===== config.mk =====
export PLATFORM = sky130hd
export DESIGN_NAME = id_exm_skid_regs_flat
export DESIGN_NICKNAME = d
export VERILOG_FILES = /design/src/rtl/id_exm_skid_regs_if.sv /design/src/rtl/id_exm_skid_regs.sv /design/src/flat_wrapper.sv
export SDC_FILE = /design/constraint.sdc
export NUM_CORES = 1
export LEC_CHECK = 0
export ABC_AREA = 1
export BUFFER_PORTS_ARGS = -buffer_cell sky130_fd_sc_hd__clkbuf_2
export CELL_PAD_IN_SITES_DETAIL_PLACEMENT = 2
export CELL_PAD_IN_SITES_GLOBAL_PLACEMENT = 2
export CORE_MARGIN = 2
export CORE_UTILIZATION = 31
export CTS_CLUSTER_DIAMETER = 100
export DETAILED_ROUTE_END_ITERATION = 6
export PLACE_DENSITY_LB_ADDON = 0.08
export RECOVER_POWER = 100
export SLEW_MARGIN = 20
export SYNTH_ARGS = -nofsm -noshare
export SYNTH_HDL_FRONTEND = slang
export SYNTH_SLANG_ARGS = --single-unit
export TNS_END_PERCENT = 100

===== constraint.sdc =====
create_clock -name clk -period 11.9 [get_ports clk]
set_input_delay 0 -clock clk [delete_from_list [all_inputs] [get_ports clk]]
set_output_delay 0 -clock clk [all_outputs]
set_load 0.03 [all_outputs]

===== src/rtl/id_exm_skid_regs_if.sv =====
// ============================================================================
// Module      : id_exm_skid_regs_if
// Description : ID->EXM boundary bundle: decode-side valid/ready beat,
//               EXM-side valid/ready beat, flush and occupancy.
// Revision    : 1.0 - initial release
// ============================================================================
`default_nettype none

interface id_exm_skid_regs_if #(
  parameter int XLEN   = 32,
  parameter int CTRL_W = 18
);
  logic              flush;
  logic              in_valid;
  logic              in_ready;
  logic [XLEN-1:0]   in_pc;
  logic [XLEN-1:0]   in_rs1;
  logic [XLEN-1:0]   in_rs2;
  logic [XLEN-1:0]   in_imm;
  logic [XLEN-1:0]   in_inst;
  logic [CTRL_W-1:0] in_ctrl;
  logic              out_valid;
  logic              out_ready;
  logic [XLEN-1:0]   out_pc;
  logic [XLEN-1:0]   out_rs1;
  logic [XLEN-1:0]   out_rs2;
  logic [XLEN-1:0]   out_imm;
  logic [XLEN-1:0]   out_inst;
  logic [CTRL_W-1:0] out_ctrl;
  logic [1:0]        occupancy;

  // Decode/EXM side (drives the beat in, consumes the beat out)
  modport master (
    output flush, in_valid, in_pc, in_rs1, in_rs2, in_imm, in_inst, in_ctrl, out_ready,
    input  in_ready, out_valid, out_pc, out_rs1, out_rs2, out_imm, out_inst, out_ctrl,
           occupancy
  );

  // Pipeline register side
  modport slave (
    input  flush, in_valid, in_pc, in_rs1, in_rs2, in_imm, in_inst, in_ctrl, out_ready,
    output in_ready, out_valid, out_pc, out_rs1, out_rs2, out_imm, out_inst, out_ctrl,
           occupancy
  );
endinterface

`default_nettype wire


===== src/rtl/id_exm_skid_regs.sv =====
// ============================================================================
// Module      : id_exm_skid_regs
// Description : ID->EXM pipeline register with 2-entry skid buffer, registered
//               ready and flush-to-bubble.
// Revision    : 1.0 - initial release
// ============================================================================
`default_nettype none

module id_exm_skid_regs #(
  parameter int                XLEN     = 32,
  parameter int                CTRL_W   = 18,
  parameter logic [XLEN-1:0]   NOP_INST = XLEN'(32'h0000_0013),
  parameter logic [CTRL_W-1:0] CTRL_NOP = '0
) (
  input  wire logic           clk,
  input  wire logic           rst,
  id_exm_skid_regs_if.slave   bus
);

  typedef struct packed {
    logic [XLEN-1:0]   pc;
    logic [XLEN-1:0]   rs1;
    logic [XLEN-1:0]   rs2;
    logic [XLEN-1:0]   imm;
    logic [XLEN-1:0]   inst;
    logic [CTRL_W-1:0] ctrl;
  } beat_t;

  // Bit 0 = main valid, bit 1 = skid valid, so both flags are plain flop bits
  typedef enum logic [1:0] {
    S_EMPTY = 2'b00,
    S_MAIN  = 2'b01,
    S_BOTH  = 2'b11
  } state_t;

  localparam beat_t c_reset_beat = '{
    pc:   '0,
    rs1:  '0,
    rs2:  '0,
    imm:  '0,
    inst: NOP_INST,
    ctrl: CTRL_NOP
  };

  state_t r_state;
  state_t w_state_nxt;
  beat_t  r_main;
  beat_t  r_skid;
  beat_t  w_in_beat;
  logic   r_in_ready;
  logic   w_main_v;
  logic   w_skid_v;
  logic   w_accept;
  logic   w_drain;
  logic   w_load_in;
  logic   w_load_skid;
  logic   w_skid_to_main;
  logic   w_bubble;

  assign w_in_beat = {bus.in_pc, bus.in_rs1, bus.in_rs2, bus.in_imm, bus.in_inst, bus.in_ctrl};
  assign w_main_v  = r_state[0];
  assign w_skid_v  = r_state[1];
  assign w_accept  = bus.in_valid & r_in_ready;
  assign w_drain   = w_main_v & bus.out_ready;

  always_comb begin
    w_state_nxt    = r_state;
    w_load_in      = 1'b0;
    w_load_skid    = 1'b0;
    w_skid_to_main = 1'b0;
    w_bubble       = 1'b0;
    if (bus.flush) begin
      // A beat draining this cycle is already consumed by EXM; the rest die
      w_state_nxt = S_EMPTY;
      w_bubble    = 1'b1;
    end else begin
      case (r_state)
        S_EMPTY: begin
          if (w_accept) begin
            w_load_in   = 1'b1;
            w_state_nxt = S_MAIN;
          end
        end
        S_MAIN: begin
          if (w_drain) begin
            if (w_accept) begin
              w_load_in = 1'b1;
            end else begin
              w_bubble    = 1'b1;
              w_state_nxt = S_EMPTY;
            end
          end else if (w_accept) begin
            w_load_skid = 1'b1;
            w_state_nxt = S_BOTH;
          end
        end
        S_BOTH: begin
          // in_ready is low here, so no accept can coincide with the refill
          if (w_drain) begin
            w_skid_to_main = 1'b1;
            w_state_nxt    = S_MAIN;
          end
        end
        default: begin
          w_state_nxt = S_EMPTY;
          w_bubble    = 1'b1;
        end
      endcase
    end
  end

  always_ff @(posedge clk or posedge rst) begin
    if (rst) begin
      r_state    <= S_EMPTY;
      r_in_ready <= 1'b1;
    end else begin
      r_state    <= w_state_nxt;
      r_in_ready <= (w_state_nxt != S_BOTH);
    end
  end

  // Bubble only rewrites inst/ctrl; the other fields keep their last value
  always_ff @(posedge clk or posedge rst) begin
    if (rst) begin
      r_main <= c_reset_beat;
    end else if (w_bubble) begin
      r_main.inst <= NOP_INST;
      r_main.ctrl <= CTRL_NOP;
    end else if (w_load_in) begin
      r_main <= w_in_beat;
    end else if (w_skid_to_main) begin
      r_main <= r_skid;
    end
  end

  always_ff @(posedge clk or posedge rst) begin
    if (rst) begin
      r_skid <= '0;
    end else if (w_load_skid) begin
      r_skid <= w_in_beat;
    end
  end

  assign bus.in_ready  = r_in_ready;
  assign bus.out_valid = w_main_v;
  assign bus.out_pc    = r_main.pc;
  assign bus.out_rs1   = r_main.rs1;
  assign bus.out_rs2   = r_main.rs2;
  assign bus.out_imm   = r_main.imm;
  assign bus.out_inst  = r_main.inst;
  assign bus.out_ctrl  = r_main.ctrl;
  assign bus.occupancy = {w_skid_v, w_main_v & ~w_skid_v};

endmodule

`default_nettype wire


===== src/flat_wrapper.sv =====
// flat-port wrapper written by rule: the top's interface ports become plain ports
module id_exm_skid_regs_flat 
#(
  parameter int                XLEN     = 32,
  parameter int                CTRL_W   = 18,
  parameter logic [XLEN-1:0]   NOP_INST = XLEN'(32'h0000_0013),
  parameter logic [CTRL_W-1:0] CTRL_NOP = '0
)
  (clk, rst, bus_flush, bus_in_valid, bus_in_pc, bus_in_rs1, bus_in_rs2, bus_in_imm, bus_in_inst, bus_in_ctrl, bus_out_ready, bus_in_ready, bus_out_valid, bus_out_pc, bus_out_rs1, bus_out_rs2, bus_out_imm, bus_out_inst, bus_out_ctrl, bus_occupancy);
  id_exm_skid_regs_if #(.XLEN(XLEN), .CTRL_W(CTRL_W)) bus_i ();
  input  wire logic clk;
  input  wire logic rst;
  input wire logic [$bits(bus_i.flush)-1:0] bus_flush;
  input wire logic [$bits(bus_i.in_valid)-1:0] bus_in_valid;
  input wire logic [$bits(bus_i.in_pc)-1:0] bus_in_pc;
  input wire logic [$bits(bus_i.in_rs1)-1:0] bus_in_rs1;
  input wire logic [$bits(bus_i.in_rs2)-1:0] bus_in_rs2;
  input wire logic [$bits(bus_i.in_imm)-1:0] bus_in_imm;
  input wire logic [$bits(bus_i.in_inst)-1:0] bus_in_inst;
  input wire logic [$bits(bus_i.in_ctrl)-1:0] bus_in_ctrl;
  input wire logic [$bits(bus_i.out_ready)-1:0] bus_out_ready;
  output wire logic [$bits(bus_i.in_ready)-1:0] bus_in_ready;
  output wire logic [$bits(bus_i.out_valid)-1:0] bus_out_valid;
  output wire logic [$bits(bus_i.out_pc)-1:0] bus_out_pc;
  output wire logic [$bits(bus_i.out_rs1)-1:0] bus_out_rs1;
  output wire logic [$bits(bus_i.out_rs2)-1:0] bus_out_rs2;
  output wire logic [$bits(bus_i.out_imm)-1:0] bus_out_imm;
  output wire logic [$bits(bus_i.out_inst)-1:0] bus_out_inst;
  output wire logic [$bits(bus_i.out_ctrl)-1:0] bus_out_ctrl;
  output wire logic [$bits(bus_i.occupancy)-1:0] bus_occupancy;
  assign bus_i.flush = bus_flush;
  assign bus_i.in_valid = bus_in_valid;
  assign bus_i.in_pc = bus_in_pc;
  assign bus_i.in_rs1 = bus_in_rs1;
  assign bus_i.in_rs2 = bus_in_rs2;
  assign bus_i.in_imm = bus_in_imm;
  assign bus_i.in_inst = bus_in_inst;
  assign bus_i.in_ctrl = bus_in_ctrl;
  assign bus_i.out_ready = bus_out_ready;
  assign bus_in_ready = bus_i.in_ready;
  assign bus_out_valid = bus_i.out_valid;
  assign bus_out_pc = bus_i.out_pc;
  assign bus_out_rs1 = bus_i.out_rs1;
  assign bus_out_rs2 = bus_i.out_rs2;
  assign bus_out_imm = bus_i.out_imm;
  assign bus_out_inst = bus_i.out_inst;
  assign bus_out_ctrl = bus_i.out_ctrl;
  assign bus_occupancy = bus_i.occupancy;
  id_exm_skid_regs #(.XLEN(XLEN), .CTRL_W(CTRL_W), .NOP_INST(NOP_INST), .CTRL_NOP(CTRL_NOP)) u_core (.clk(clk), .rst(rst), .bus(bus_i));
endmodule

; Yosys cells after proc, flatten, opt, wreduce, memory -nomap -nowiden
; Cells that the tools add are included.
[word_totals]
regBits = 359
input_bits = 183
out_inout_bits = 182
elab_cells = 51
[op_classes]
eq_ne = 3
muxes = 24
bitwise_logic = 5
n_reduce_logical = 5
[ops]
columns = operator, count
row1 = two-way mux 178 bit, 2
row2 = two-way mux 50 bit, 1
row3 = two-way mux 1 bit, 12
row4 = two-way mux 2 bit, 6
row5 = case mux 2 bit (3 select lines), 1
row6 = case mux 1 bit (2 select lines), 2
row7 = AND 1 bit, 3
row8 = nonzero test 3 bit, 1
row9 = equality test 2 x 1 -> 1 bit (second input constant), 1
row10 = equality test 2 bit (second input constant), 1
row11 = zero test 2 bit, 1
row12 = != test 2 bit (second input constant), 1
row13 = inverter 1 bit, 2
row14 = AND reduction 2 bit, 1
row15 = nonzero test 2 bit, 1
row16 = OR reduction 2 bit, 1

; Logic depth before layout (Yosys ltp)
[depth]
depth_word = 7
mapped_depth = 13
ltp_nobuf = 11

; Worst setup path before layout
; OpenSTA, ideal clock, no wires.
[synth_timing]
path_type = flip-flop to flip-flop
startpoint = register u_core.r_state[1]
endpoint = register u_core.r_main (netlist bit u_core.bus.out_imm[10])
setup_time_ns = 0.117
arrival_ns = 2.028
required_ns = 11.783
path_slack_ns = 9.755
path_stages_with_launch = 13
path_buffers = 3
path_cell_list = dfrtp_1 -> inv_1 -> ha_1 -> inv_2 -> nand2_2 -> nand3_2 -> buf_2 -> buf_6 -> buf_4 -> nand2_1 -> o21ai_1 -> nand2_1 -> nand2_1
[synth_via]
elab_chain_len = 6
word_cells_on_any_way = 14
classes_between = 2 x eq/ne / 7 x mux / 1 x bitwise / 4 x reduce/logical
[synth_lines]
columns = item, line
row1 = start: declaration, id_exm_skid_regs.sv:45  ; state_t r_state;
row2 = start signal: assignment, id_exm_skid_regs.sv:117  ; r_state <= w_state_nxt;
row3 = equality test 2 bit or zero test 2 bit (tied branches), id_exm_skid_regs.sv:77  ; case (r_state)
row4 = OR reduction 2 bit (no source line), --
row5 = case mux 1 bit (2 select lines), id_exm_skid_regs.sv:77
row6 = two-way mux 1 bit, id_exm_skid_regs.sv:72  ; if (bus.flush) begin
row7 = inverter 1 bit (no source line), --
row8 = AND reduction 2 bit (no source line), --
row9 = end signal: assignment, id_exm_skid_regs.sv:125  ; r_main <= c_reset_beat;
row10 = end signal: assignment, id_exm_skid_regs.sv:130  ; r_main <= w_in_beat;
row11 = end signal: assignment, id_exm_skid_regs.sv:132  ; r_main <= r_skid;
row12 = end: declaration, id_exm_skid_regs.sv:47  ; beat_t r_main;
; Parallel ways exist; a longest one is shown, timed or not.
; A chain may end at the register's enable or synchronous reset.

; Worst setup path in the final report
[layout_timing]
startpoint = register u_core.r_state[1]
endpoint = register u_core.r_skid[116] (netlist name)
[layout_via]
elab_chain_len = 3
[layout_lines]
columns = item, line
row1 = equality test 2 x 1 -> 1 bit, id_exm_skid_regs.sv:77
row2 = two-way mux 1 bit, id_exm_skid_regs.sv:77
row3 = two-way mux 1 bit, id_exm_skid_regs.sv:72
row4 = end signal: assignment, id_exm_skid_regs.sv:140  ; r_skid <= w_in_beat;
row5 = end: declaration, id_exm_skid_regs.sv:48  ; beat_t r_skid;
; No other way between the ends.

==> results_dict.tcl <==
set metrics [dict create \
    period_minus_slack_ns 6.81 \
    via_count 14700 \
    h-tree-depth 2 \
    hold_viol 0 \
    crit_type "reg -> reg" \
    drc 0 \
    p_leak_uw 0.0111 \
    cts_root_buffer "clkbuf_16" \
    antenna_found_initial 4 \
    yosysTopAreaCell "dfrtp_1" \
    powerDensity_mw_per_mm2 235 \
    seqPwrFrac 0.408 \
    reg2reg_slack_ns 5.09 \
    power_switching_share 0.388 \
    hpwl_um 33800 \
    synth_common_cells "nand2_1 (900), dfrtp_1 (355), o21ai_1 (199), inv_1 (188), o21ai_0 (155)" \
    worstReg2RegStart "u_core.r_state[1]" \
    drv_cap 11 \
    cts-buffers-inserted 45 \
    grt_overflow_total 0 \
    outcome "finished with violations" \
    setup_viol 0 \
    grt_max_degree 114 \
    worstSetupEndpoint "u_core.r_skid[116]" \
    synth_seq_cells 359 \
    rr_endpoint "u_core.r_skid[116]" \
    tightest_slew_ns 5.32 \
    cp_max_fo 102 \
    grt_usage 0.219 \
    clock_skew_ns 0.0115 \
    vias_per_cell 4.66 \
    ir_drop_uv 98.4 \
    r2r_cells 5 \
    gp_congestion 0.741 \
    syn_to_final_growth_pct 33.7 \
    synthArstFlopShare 1.00 \
    cts_sinks 359 \
    clock_path_buffers 3 \
    fmax_mhz 147 \
    rsz0062_at_grt "no" \
    p_clk_frac 0.280 \
    arrival_ns 7.06 \
    start_kind "flop" \
    ys_seq_area_frac 0.575 \
    final_antenna_net_count 0 \
    cp.required_ns 12.15 \
    synth_cells 1949 \
    rows 82 \
    drive_above_1_share 0.109 \
    initial_core_util 0.313 \
    die_w_um 228 \
    yosysUniqueCellTypes 20 \
    drt_iter0_drc 702 \
    period_share 0.573 \
    drt-wirelength-per-cell_um 17.9 \
    violations "capacitance limit, slew limit" \
    endpoint_kind "flop" \
    post-synth-top-area-fraction 0.569 \
    setup_tns_ns 0 \
    combPwrFrac 0.312 \
    grt_pass1_vias 16700 \
    switchingPower_uw 1900 \
    clk_latency_ns 0.57 \
    core_area_sq_mm 0.0500 \
    die_area_sq_mm 0.0522 \
    synth_most_common_cell "nand2_1" \
    slew_headroom -2.57 \
    cts_tree "built" \
    synthFlopType "dfrtp_1" \
    whs_ns 0.242 \
    grt_pass1_wl_um 92200 \
    numPortBuffers 364 \
    drv_slew 838 \
    hp-class "in -> reg" \
    clk_pin_slew_ns 0.06 \
    yosys_warnings 0 \
    crit_start "u_core.r_state[1]" \
    synth.avg_cell_area_sq_um 8.02 \
    p_int_uw 3000 \
    die_h_um 228 \
    ioPinCount 365 \
    drt_pre_antenna_iters 4 \
    wirelength_um 56400 \
    nNetsFinal 2627 \
    ctsResizeCount 0 \
    synthTopCellsByArea "dfrtp_1 (57%), nand2_1 (22%), o21ai_1 (6.4%)" \
    synth_edf_count 0 \
    syn_area_sq_mm 0.0156 \
    synth_nets 2136 \
]
[layout make-up]
type                            count  area, sq um
Antenna cell                        2         5.00
Clock buffer                       75         1430
Clock inverter                      9         52.6
Fill cell                        5723        29100
Inverter                          191          723
Multi-Input combinational cell   1283         5350
Sequential cell                   359         8990
Tap cell                          672          841
Timing Repair Buffer              560         3490
[per-stage QoR]
stage                      util  cell area (sq um)  cells  power (uW)  setup WS (ns)
final                     0.418              20900   3151        4900           5.09
after global routing      0.418              20900   3150        5260           3.79
after CTS                 0.424              21200   3149        5000           7.60
after detailed placement  0.358              17900   2883        3530           7.60
after global placement    0.358              17900   2883        3430           7.87
after floorplan               -              15600   1949        3010           1.94
[sequential cells by signal, summed over array words and instances, names as in the netlist]
signal,cells
u_core.bus.out_ctrl,18
u_core.bus.in_ready,1
u_core.bus.out_pc,32
u_core.bus.out_rs1,32
u_core.r_skid,178
u_core.bus.out_rs2,32
u_core.bus.out_imm,32
u_core.bus.out_inst,32
u_core.r_state,2
[layer usage]
layer  GRT usage  routed length [um]  part of all wire  up-vias
met3      0.0450                2240             0.040       84
met4      0.0631                1430             0.025        4
met5           0                  18           0.00032        -
met2       0.382               28200              0.50      257
met1       0.275               24600              0.44     7341
li1            -                   -                 -     6984
[worst max-delay path: stages (launching register included)]
cell      delay, ns
dfrtp_1        0.43
inv_1          0.13
ha_1           0.29
nand3_1        2.12
clkbuf_1       2.99
o21ai_0        0.45
[cells by family (layout without fill, tap and decap cells)]
family,count (synthesis),after routing,synth area share
buffers and inverters,307,835,0.0827
other,0,2,0
and+or+nand+nor,924,924,0.225
DFF,359,359,0.575
adders and majority gates,4,4,0.00320
AOI/OAI and AO/OA,355,355,0.114
[cells in the final DEF (no fill, tap or decap), drive strengths merged]
| cell type | Yosys | final |
|---|---|---|
| clkinv | 0 | 8 |
| diode | 0 | 2 |
| nand3 | 14 | 14 |
| buf | 66 | 6 |
| clkinvlp | 0 | 1 |
| dfstp | 4 | 4 |
| clkbuf | 50 | 447 |
| inv | 191 | 191 |
| nand4 | 3 | 3 |
| o21ai | 354 | 354 |
| dfrtp | 355 | 355 |
| ha | 4 | 4 |
| a21oi | 1 | 1 |
| dlygate4sd3 | 0 | 182 |
| nor2 | 3 | 3 |
| nand2 | 904 | 904 |
[power by group through the flow]
| stage | Clock [uW] | Sequential (uW) | Combinational (uW) |
|---|---|---|---|
| after CTS | 1410 | 2000 | 1590 |
| final | 1370 | 2000 | 1530 |
| after detailed placement | 0 | 2010 | 1520 |
| after floorplan | 0 | 2290 | 720 |
| after global placement | 0 | 1980 | 1450 |
| after global routing | 1470 | 2060 | 1730 |
[worst min path at each step]
stage	from	endpoint	cells after the start
4_1_cts	rst	u_core.bus.out_imm[28]	3
3_5_place_dp	rst	u_core.bus.out_imm[28]	2
6_report	bus_in_imm[30]	u_core.r_skid[80]	4
2_1_floorplan	bus_in_inst[0]	u_core.r_skid[18]	2
3_3_place_gp	rst	u_core.bus.out_imm[28]	2
5_1_grt	bus_in_rs2[12]	u_core.r_skid[94]	4
[what timing repair did]
item | CTS | global route
hold buffers | 182 | 0
hold endpoints to repair | 468 | 0
setup buffers | 0 | 0
(Power assumes the default switching activity.)
